File: src/rtl/uart_tx_fifo_if.sv
// -----------------------------------------------------------------------------
// uart_tx_fifo_if
//   Bus between the CPU store path and the buffered UART transmitter.
//   master : CPU side, drives the push and flag-clear requests.
//   slave  : transmitter side, returns FIFO status, overflow flag and the line.
//   Signals:
//     wr_en       push request, one byte per cycle it is high
//     wr_data     byte to push
//     clr_ovf     clears the sticky overflow flag
//     tx_full     FIFO holds FIFO_DEPTH bytes
//     tx_empty    FIFO empty
//     tx_busy     a frame is on the line
//     ovf         sticky: a push was dropped because the FIFO was full
//     PC_Uart_txd serial line, idle high
// -----------------------------------------------------------------------------
interface uart_tx_fifo_if;
    logic       wr_en;
    logic [7:0] wr_data;
    logic       clr_ovf;
    logic       tx_full;
    logic       tx_empty;
    logic       tx_busy;
    logic       ovf;
    logic       PC_Uart_txd;

    modport master (
        output wr_en, wr_data, clr_ovf,
        input  tx_full, tx_empty, tx_busy, ovf, PC_Uart_txd
    );

    modport slave (
        input  wr_en, wr_data, clr_ovf,
        output tx_full, tx_empty, tx_busy, ovf, PC_Uart_txd
    );
endinterface

File: src/rtl/uart_tx_fifo.sv
// -----------------------------------------------------------------------------
// uart_tx_fifo
//   Buffered 8N1 UART transmitter. Bytes pushed over the bus are queued in a
//   small FIFO and serialised LSB first on PC_Uart_txd; bit timing comes from
//   an internal divider of sysclk.
//   Ports:
//     sysclk  system clock, rising edge
//     reset   synchronous, active-low reset
//     bus     uart_tx_fifo_if.slave (push/clear in, status and line out)
//   Parameters:
//     BAUD_DIV   sysclk cycles per serial bit (2..65535)
//     FIFO_DEPTH byte entries in the buffer (power of two, 2..16)
// -----------------------------------------------------------------------------
module uart_tx_fifo #(
    parameter int BAUD_DIV   = 10416,
    parameter int FIFO_DEPTH = 4
) (
    input  logic           sysclk,
    input  logic           reset,
    uart_tx_fifo_if.slave  bus
);
    localparam int PW = $clog2(FIFO_DEPTH);
    localparam int CW = PW + 1;

    typedef enum logic [1:0] {IDLE, START, DATA, STOP} state_t;

    state_t        r_state, w_state_nxt;
    logic [7:0]    r_mem [FIFO_DEPTH];
    logic [PW-1:0] r_wptr, r_rptr;
    logic [CW-1:0] r_cnt;
    logic [15:0]   r_baud;
    logic [2:0]    r_bit;
    logic [7:0]    r_shift;
    logic          r_txd, r_busy, r_ovf;

    logic w_full, w_empty, w_push, w_drop, w_pop, w_bit_end;
    logic w_txd_nxt, w_busy_nxt, w_shift_en, w_bit_inc, w_baud_clr;

    assign w_full    = (r_cnt == CW'(FIFO_DEPTH));
    assign w_empty   = (r_cnt == '0);
    assign w_bit_end = (r_baud == 16'(BAUD_DIV - 1));
    // A pop in the same cycle frees the slot, so a push into a full FIFO
    // is still accepted; it lands in the entry being read out this edge.
    assign w_push    = bus.wr_en && (!w_full || w_pop);
    assign w_drop    = bus.wr_en && w_full && !w_pop;

    always_comb begin
        w_state_nxt = r_state;
        w_pop       = 1'b0;
        w_txd_nxt   = r_txd;
        w_busy_nxt  = r_busy;
        w_shift_en  = 1'b0;
        w_bit_inc   = 1'b0;
        w_baud_clr  = 1'b0;
        case (r_state)
            IDLE: begin
                if (!w_empty) begin
                    w_pop       = 1'b1;
                    w_txd_nxt   = 1'b0;
                    w_busy_nxt  = 1'b1;
                    w_baud_clr  = 1'b1;
                    w_state_nxt = START;
                end
            end
            START: begin
                if (w_bit_end) begin
                    w_txd_nxt   = r_shift[0];
                    w_baud_clr  = 1'b1;
                    w_state_nxt = DATA;
                end
            end
            DATA: begin
                if (w_bit_end) begin
                    w_baud_clr = 1'b1;
                    if (r_bit == 3'd7) begin
                        w_txd_nxt   = 1'b1;
                        w_state_nxt = STOP;
                    end else begin
                        // next bit is what shift[0] becomes after the shift
                        w_txd_nxt  = r_shift[1];
                        w_shift_en = 1'b1;
                        w_bit_inc  = 1'b1;
                    end
                end
            end
            STOP: begin
                if (w_bit_end) begin
                    w_baud_clr = 1'b1;
                    if (!w_empty) begin
                        // chain straight into the next start bit, no idle gap
                        w_pop       = 1'b1;
                        w_txd_nxt   = 1'b0;
                        w_state_nxt = START;
                    end else begin
                        w_busy_nxt  = 1'b0;
                        w_state_nxt = IDLE;
                    end
                end
            end
            default: w_state_nxt = IDLE;
        endcase
    end

    // FIFO storage carries no reset; only pointers and count define validity.
    always_ff @(posedge sysclk) begin
        if (w_push) r_mem[r_wptr] <= bus.wr_data;
    end

    always_ff @(posedge sysclk) begin
        if (!reset) begin
            r_state <= IDLE;
            r_wptr  <= '0;
            r_rptr  <= '0;
            r_cnt   <= '0;
            r_baud  <= '0;
            r_bit   <= '0;
            r_shift <= '0;
            r_txd   <= 1'b1;
            r_busy  <= 1'b0;
            r_ovf   <= 1'b0;
        end else begin
            r_state <= w_state_nxt;
            r_txd   <= w_txd_nxt;
            r_busy  <= w_busy_nxt;

            if (w_baud_clr || r_state == IDLE) r_baud <= '0;
            else                               r_baud <= r_baud + 16'd1;

            if (w_push) r_wptr <= r_wptr + PW'(1);
            if (w_pop) begin
                r_shift <= r_mem[r_rptr];
                r_rptr  <= r_rptr + PW'(1);
                r_bit   <= '0;
            end else if (w_shift_en) begin
                r_shift <= r_shift >> 1;
            end
            if (w_bit_inc) r_bit <= r_bit + 3'd1;

            case ({w_push, w_pop})
                2'b10:   r_cnt <= r_cnt + CW'(1);
                2'b01:   r_cnt <= r_cnt - CW'(1);
                default: r_cnt <= r_cnt;
            endcase

            // a drop in the same cycle as a clear keeps the flag set
            if (w_drop)           r_ovf <= 1'b1;
            else if (bus.clr_ovf) r_ovf <= 1'b0;
        end
    end

    assign bus.tx_full     = w_full;
    assign bus.tx_empty    = w_empty;
    assign bus.tx_busy     = r_busy;
    assign bus.ovf         = r_ovf;
    assign bus.PC_Uart_txd = r_txd;
endmodule
File: src/flat_wrapper.sv
// flat-port wrapper written by rule: the top's interface ports become plain ports
module uart_tx_fifo_flat 
#(
    parameter int BAUD_DIV   = 10416,
    parameter int FIFO_DEPTH = 4
)
  (sysclk, reset, bus_wr_en, bus_wr_data, bus_clr_ovf, bus_tx_full, bus_tx_empty, bus_tx_busy, bus_ovf, bus_PC_Uart_txd);
  uart_tx_fifo_if bus_i ();
  input  logic sysclk;
  input  logic reset;
  input wire logic [$bits(bus_i.wr_en)-1:0] bus_wr_en;
  input wire logic [$bits(bus_i.wr_data)-1:0] bus_wr_data;
  input wire logic [$bits(bus_i.clr_ovf)-1:0] bus_clr_ovf;
  output wire logic [$bits(bus_i.tx_full)-1:0] bus_tx_full;
  output wire logic [$bits(bus_i.tx_empty)-1:0] bus_tx_empty;
  output wire logic [$bits(bus_i.tx_busy)-1:0] bus_tx_busy;
  output wire logic [$bits(bus_i.ovf)-1:0] bus_ovf;
  output wire logic [$bits(bus_i.PC_Uart_txd)-1:0] bus_PC_Uart_txd;
  assign bus_i.wr_en = bus_wr_en;
  assign bus_i.wr_data = bus_wr_data;
  assign bus_i.clr_ovf = bus_clr_ovf;
  assign bus_tx_full = bus_i.tx_full;
  assign bus_tx_empty = bus_i.tx_empty;
  assign bus_tx_busy = bus_i.tx_busy;
  assign bus_ovf = bus_i.ovf;
  assign bus_PC_Uart_txd = bus_i.PC_Uart_txd;
  uart_tx_fifo #(.BAUD_DIV(BAUD_DIV), .FIFO_DEPTH(FIFO_DEPTH)) u_core (.sysclk(sysclk), .reset(reset), .bus(bus_i));
endmodule
File: config.mk
export PLATFORM = sky130hd
export DESIGN_NAME = uart_tx_fifo_flat
export DESIGN_NICKNAME = d
export VERILOG_FILES = /design/src/rtl/uart_tx_fifo_if.sv /design/src/rtl/uart_tx_fifo.sv /design/src/flat_wrapper.sv
export SDC_FILE = /design/constraint.sdc
export NUM_CORES = 1
export LEC_CHECK = 0
export BUFFER_PORTS_ARGS = -buffer_cell sky130_fd_sc_hd__buf_2
export CAP_MARGIN = 0
export CORE_MARGIN = 2
export CORE_UTILIZATION = 60
export CTS_BUF_LIST = sky130_fd_sc_hd__clkbuf_16
export CTS_CLUSTER_SIZE = 24
export DETAILED_ROUTE_END_ITERATION = 8
export GPL_TIMING_DRIVEN = 0
export PLACE_DENSITY = 0.78
export SLEW_MARGIN = 40
export SYNTH_ARGS = -nofsm -noshare
export SYNTH_HDL_FRONTEND = slang
export SYNTH_SLANG_ARGS = --single-unit
File: constraint.sdc
create_clock -name sysclk -period 4.84 [get_ports sysclk]
set_input_delay 0.726 -clock sysclk [delete_from_list [all_inputs] [get_ports sysclk]]
set_output_delay 0.726 -clock sysclk [all_outputs]
set_load 0.1 [all_outputs]
## Yosys cells after proc, flatten, opt, wreduce, memory -nomap -nowiden

Memories as Yosys holds them, arrays and structs flattened. A register that Yosys moved wholly into a read port is not among the register bits.
Cells that the tools add are included.

- Add/sub/neg operators: 6
- Multipliers: 0
- Div/mod/pow operators: 0
- Order comparisons: 0
- Eq/ne operators: 14
- Shift operators: 0
- Multiplexer cells: 36
- Bitwise logic cells: 1
- Reductions and logical operators: 18

Operators by type and width:

| cell | count |
|---|---|
| 2-to-1 mux 1 bit | 19 |
| adder 16 x 1 -> 16 bit, second input constant | 1 |
| equality test 16 x 14 -> 1 bit, second input constant | 1 |
| 2-to-1 mux 8 bit | 2 |
| 2-to-1 mux 2 bit | 7 |
| inequality test 2 x 1 -> 1 bit, second input constant | 4 |
| one-hot mux 2 bit (4 select lines) | 1 |
| nonzero test 2 bit | 4 |
| adder 3 x 1 -> 3 bit, second input constant | 2 |
| equality test 2 bit, second input constant | 3 |
| equality test 3 bit, second input constant | 2 |
| 2-to-1 mux 3 bit | 2 |
| one-hot mux 1 bit (2 select lines) | 3 |
| one-hot mux 3 bit (2 select lines) | 1 |
| AND reduction 5 bit | 1 |
| adder 2 x 1 -> 2 bit, second input constant | 2 |
| equality test 2 x 1 -> 1 bit, second input constant | 2 |
| inequality test 2 bit, second input constant | 2 |
| one-hot mux 1 bit (4 select lines) | 1 |
| AND reduction 4 bit | 1 |
| logical AND 1 bit | 3 |
| zero test 3 bit | 1 |
| AND reduction 3 bit | 1 |
| OR reduction 3 bit | 1 |
| 6 further kinds | 8 |

- Register bits: 39
- Bits in latches: 0
- Memory bits (writable): 32
- ROM bits: 0
- Bits of input ports: 12
- Output and inout bits: 5
- Logic and storage cells: 86
- Memories: 1

Memory list:

| name | words | bits a word | read ports | clocked after memory_dff | wr ports | line | source |
|---|---|---|---|---|---|---|---|
| u_core.r_mem | 4 | 8 | 1 | 1 | 1 | uart_tx_fifo.sv:28 | `logic [7:0] r_mem [FIFO_DEPTH];` |

## Logic depth before layout (Yosys ltp)

- Word-level depth: 8
- Depth in mapped cells: 10
- Mapped depth without buffers: 10

## Worst setup path before layout

Ideal clock, no wire load.

- Path type: register to register
- From: register u_core.r_state[0]
- To: register u_core.r_cnt[1]
- Library setup time: 0.117 ns
- Arrival time: 2.442 ns
- Required time: 4.723 ns
- Slack: 2.280 ns
- Stages on the path, launching flop included: 10
- Buffers on the path: 0
- Clock period less this slack: 2.560 ns
- Cell sequence: dfxtp_1 inv_1 ha_1 nor3_2 a21boi_4 nand2b_1 fa_1 nand2b_1 nand3_1 a32o_1

- Longest elaborated chain between the ends: 6
- Elaborated cells between the ends (all ways): 9
- Classes of those cells: eq/ne: 3; mux: 2; reduce/logical: 4

RTL lines:

| element | line | source |
|---|---|---|
| from (decl) | uart_tx_fifo.sv:27 | `state_t r_state, w_state_nxt;` |
| from (signal assigned) | uart_tx_fifo.sv:122 | `r_state <= w_state_nxt;` |
| equality test 2 bit or zero test 2 bit (tied branches) | uart_tx_fifo.sv:55 | `case (r_state)` |
| one-hot mux 1 bit (2 select lines) (*) | uart_tx_fifo.sv:55 |  |
| logical OR 1 bit | uart_tx_fifo.sv:44 | `assign w_push = bus.wr_en && (!w_full \|\| w_pop);` |
| logical AND 1 bit | uart_tx_fifo.sv:44 |  |
| equality test 2 x 1 -> 1 bit or equality test 2 bit (tied branches) | uart_tx_fifo.sv:139 | `case ({w_push, w_pop})` |
| one-hot mux 3 bit (2 select lines) or nonzero test 2 bit (tied branches) | -- |  |
| to (signal assigned) | uart_tx_fifo.sv:140 | `2'b10: r_cnt <= r_cnt + CW'(1);` |
| to (signal assigned) | uart_tx_fifo.sv:141 | `2'b01: r_cnt <= r_cnt - CW'(1);` |
| to (signal assigned) | uart_tx_fifo.sv:142 | `default: r_cnt <= r_cnt;` |
| to (decl) | uart_tx_fifo.sv:30 | `logic [CW-1:0] r_cnt;` |

Every way passes the cells marked *; elsewhere a longest branch is shown, timed or not.
A chain may end at the register's enable or synchronous reset.

## Worst setup path after layout

Ends and elaborated chain as after synthesis.

==> results.yml <==
logic_synthesis:
  yosysSeqAreaShare_pct: 54.2
  postSynthNetCount: 305
  syn_area_per_cell_um2: 11.7
  synth-main-ff-cell: "dfxtp_1"
  synth_edf_count: 32
  synth_cell_type_count: 52
  synth.most_common_cell: "dfxtp_1"
  synth_largest_area_cell: "edfxtp_1"
  synth_common_cells: "dfxtp_1, nand2_1, edfxtp_1"
  async_reset_ff_share_pct: 0
  ys_warn_count: 0
  ys_seq_elements: 73
  synth.area.top_cells: "edfxtp_1, dfxtp_1, mux4_2"
  yosysTopAreaCellShare_pct: 29.2
  synthCells: 280
  synth_area_um2: 3290
run_status:
  status: "finished clean"
worst_setup_path:
  worst_ep_required_time_ns: 5.07
  arrival_ns: 3.07
  startpoint_type: "flip-flop"
  crit_fanout: 7
  reg2reg_depth: 9
  worstSetupPathType: "reg -> reg"
  cp-end-kind: "flip-flop"
timing:
  totalNegativeSetupSlack_ns: 0
  finalMaxSlewViolations: 0
  hold_viol: 0
  worst_pin_slew_ns: 0.662
  fmax_mhz: 352
  fin_crit_ns: 2.84
  period_share_pct: 58.7
  rsz0062_at_grt: "false"
  slew_headroom_pct: 55.9
  setup_viol_count_final: 0
  fin_worst_skew_ns: 0.00659
drt:
  drt_iter0_drc: 191
  firstDrtPassIters: 4
  antenna_left: 0
  vias: 2161
  drc: 0
  route.detailed.wl_per_inst_um: 16.2
  routed_wl_um: 6180
  viasPerCell: 5.67
place:
  io_buffers: 15
  gp_congestion: 0.779
  hpwl_um: 4280
global_route:
  grt_busiest_layer: "met2"
  grt_pass1_vias: 2173
  use_met1_pct: 29.4
  use_met2_pct: 36.9
  gr-total-overflow: 0
  met3_usage_pct: 6.28
  grt_pass1_wl_um: 10400
  grt_max_degree: 16
  antenna_found_initial: 0
  grt_usage_pct: 22.7
die:
  num_rows: 26
  initial_core_util_pct: 63.1
  die_area_um2: 6080
  core_area_um2: 5200
  die_h_um: 78
  die_w_um: 78
  ios: 17
pwr:
  total_power_mw: 2.18
  cellPowerDensity_nw_per_um2: 579
  power.leakage_nw: 1.36
  peakVddDrop_mv: 0.370
hold_path:
  hold-path-cell-count: 2
  hp-class: "reg -> reg"
final_layout:
  n_antenna_cell: 0
  nNetsFinal: 331
  synthToLayoutAreaGrowth_pct: 14.4
  drive_above_1_share_pct: 17.4
  postLayoutCoreUtil_pct: 72.2
clock_network:
  cts.hold.buffers_added: 0
  postCtsSetupBuffers: 0
  clk_path_buf_depth: 2
  cts_buffers: 9
  post_cts_resized: 0
  clockRootBuffer: "clkbuf_16"
  path_clk_slew_ns: 0.06
  h-tree-depth: 3
  clk_latency_ns: 0.33
  clkSinkCount: 73
  cts_tree: "yes"
flow_run:
  maxCapViolations: 0
[worst max-delay path, cell delays in order (launching register included)]
cell	delay [ns]
dfxtp_1	0.39
inv_1	0.14
ha_1	0.38
nor3_2	0.33
a21boi_4	0.34
nand2b_1	0.13
fa_1	0.57
nand2b_1	0.11
nand3_1	0.08
a32o_1	0.27
[where the power goes]
group / internal, mW / total, mW / leakage [nW] / switching (mW)
combinational: 0.251 / 0.707 / 0.585 / 0.456
sequential: 0.740 / 0.789 / 0.627 / 0.0489
clock: 0.409 / 0.679 / 0.150 / 0.270
[metrics by stage]
stage	setup WS (ns)	cell area (um2)	cells	hold WS, ns
floorplan	2.28	3290	280	0.426
global placement	2.10	3450	365	0.445
detailed placement	2.02	3450	365	0.462
CTS	2.00	3760	381	0.476
global route	1.87	3760	381	0.506
finish	2.00	3760	381	0.471
[cell usage in the layout, fill, tap and decap left out, drive strengths merged, types with 2 or more instances in the layout]
cell type  instances
dfxtp             41
nand2             35
edfxtp            32
nor2              22
buf               20
inv               15
clkbuf            15
nand3             13
ha                12
o21ai             11
xor2               8
mux4               8
xnor2              7
mux2i              7
a31oi              7
a21boi             7
and2               5
nor2b              5
nand2b             4
nand4              4
and3               3
nor3               3
and4               2
o211ai             2
clkinv             2
or3                2
nor4b              2
[worst paths after layout]
path / start / to / slack [ns]
max: u_core.r_state[0]$_SDFFE_PN0P_ / u_core.r_cnt[1]$_SDFFE_PN0P_ / 2.00
min: u_core.bus.PC_Uart_txd$_SDFFE_PN1P_ / u_core.bus.PC_Uart_txd$_SDFFE_PN1P_ / 0.47
max reg2reg: u_core.r_state[0]$_SDFFE_PN0P_ / u_core.r_cnt[1]$_SDFFE_PN0P_ / 2.00
min reg2reg: u_core.bus.PC_Uart_txd$_SDFFE_PN1P_ / u_core.bus.PC_Uart_txd$_SDFFE_PN1P_ / 0.47
[routing by layer]
metal  vias up  share of wire, %
met5         -                 0
li1       1054                 -
met1      1054                45
met2        51                50
met3         2               3.8
met4         0              0.32
[cells by family after synthesis]
| family | count (synthesis) | share of synthesized area, % |
|---|---|---|
| AND/OR/NAND/NOR | 105 | 16.8 |
| flip-flops | 73 | 54.2 |
| AO/OA/AOI/OAI | 36 | 9.14 |
| buffers and inverters | 23 | 3.05 |
| XOR/XNOR | 15 | 4.00 |
| multiplexers | 15 | 7.62 |
| adder cells (fa/ha/maj) | 13 | 5.18 |
[flip-flops by register name, indices dropped and copies added (netlist names), named ones only]
| register | count |
|---|---|
| u_core.bus.ovf | 1 |
| u_core.r_bit | 3 |
| u_core.bus.tx_busy | 1 |
| u_core.r_baud | 16 |
| u_core.r_state | 2 |
| u_core.r_wptr | 2 |
| u_core.bus.PC_Uart_txd | 1 |
| u_core.r_shift | 8 |
| u_core.r_cnt | 3 |
| u_core.r_rptr | 2 |
| u_core.r_mem | 32 |
[layout make-up]
| cell class | instances | area, um2 |
|---|---|---|
| sequential | 73 | 1780 |
| fill | 329 | 1450 |
| multi-input combinational | 184 | 1400 |
| clock buffer | 9 | 225 |
| tap | 70 | 87.6 |
| clock inverter | 7 | 86.3 |
| timing repair buffer | 15 | 75.1 |
| buffer | 11 | 55.1 |
| inverter | 12 | 45.0 |
Power figures use the tool's default switching activity.
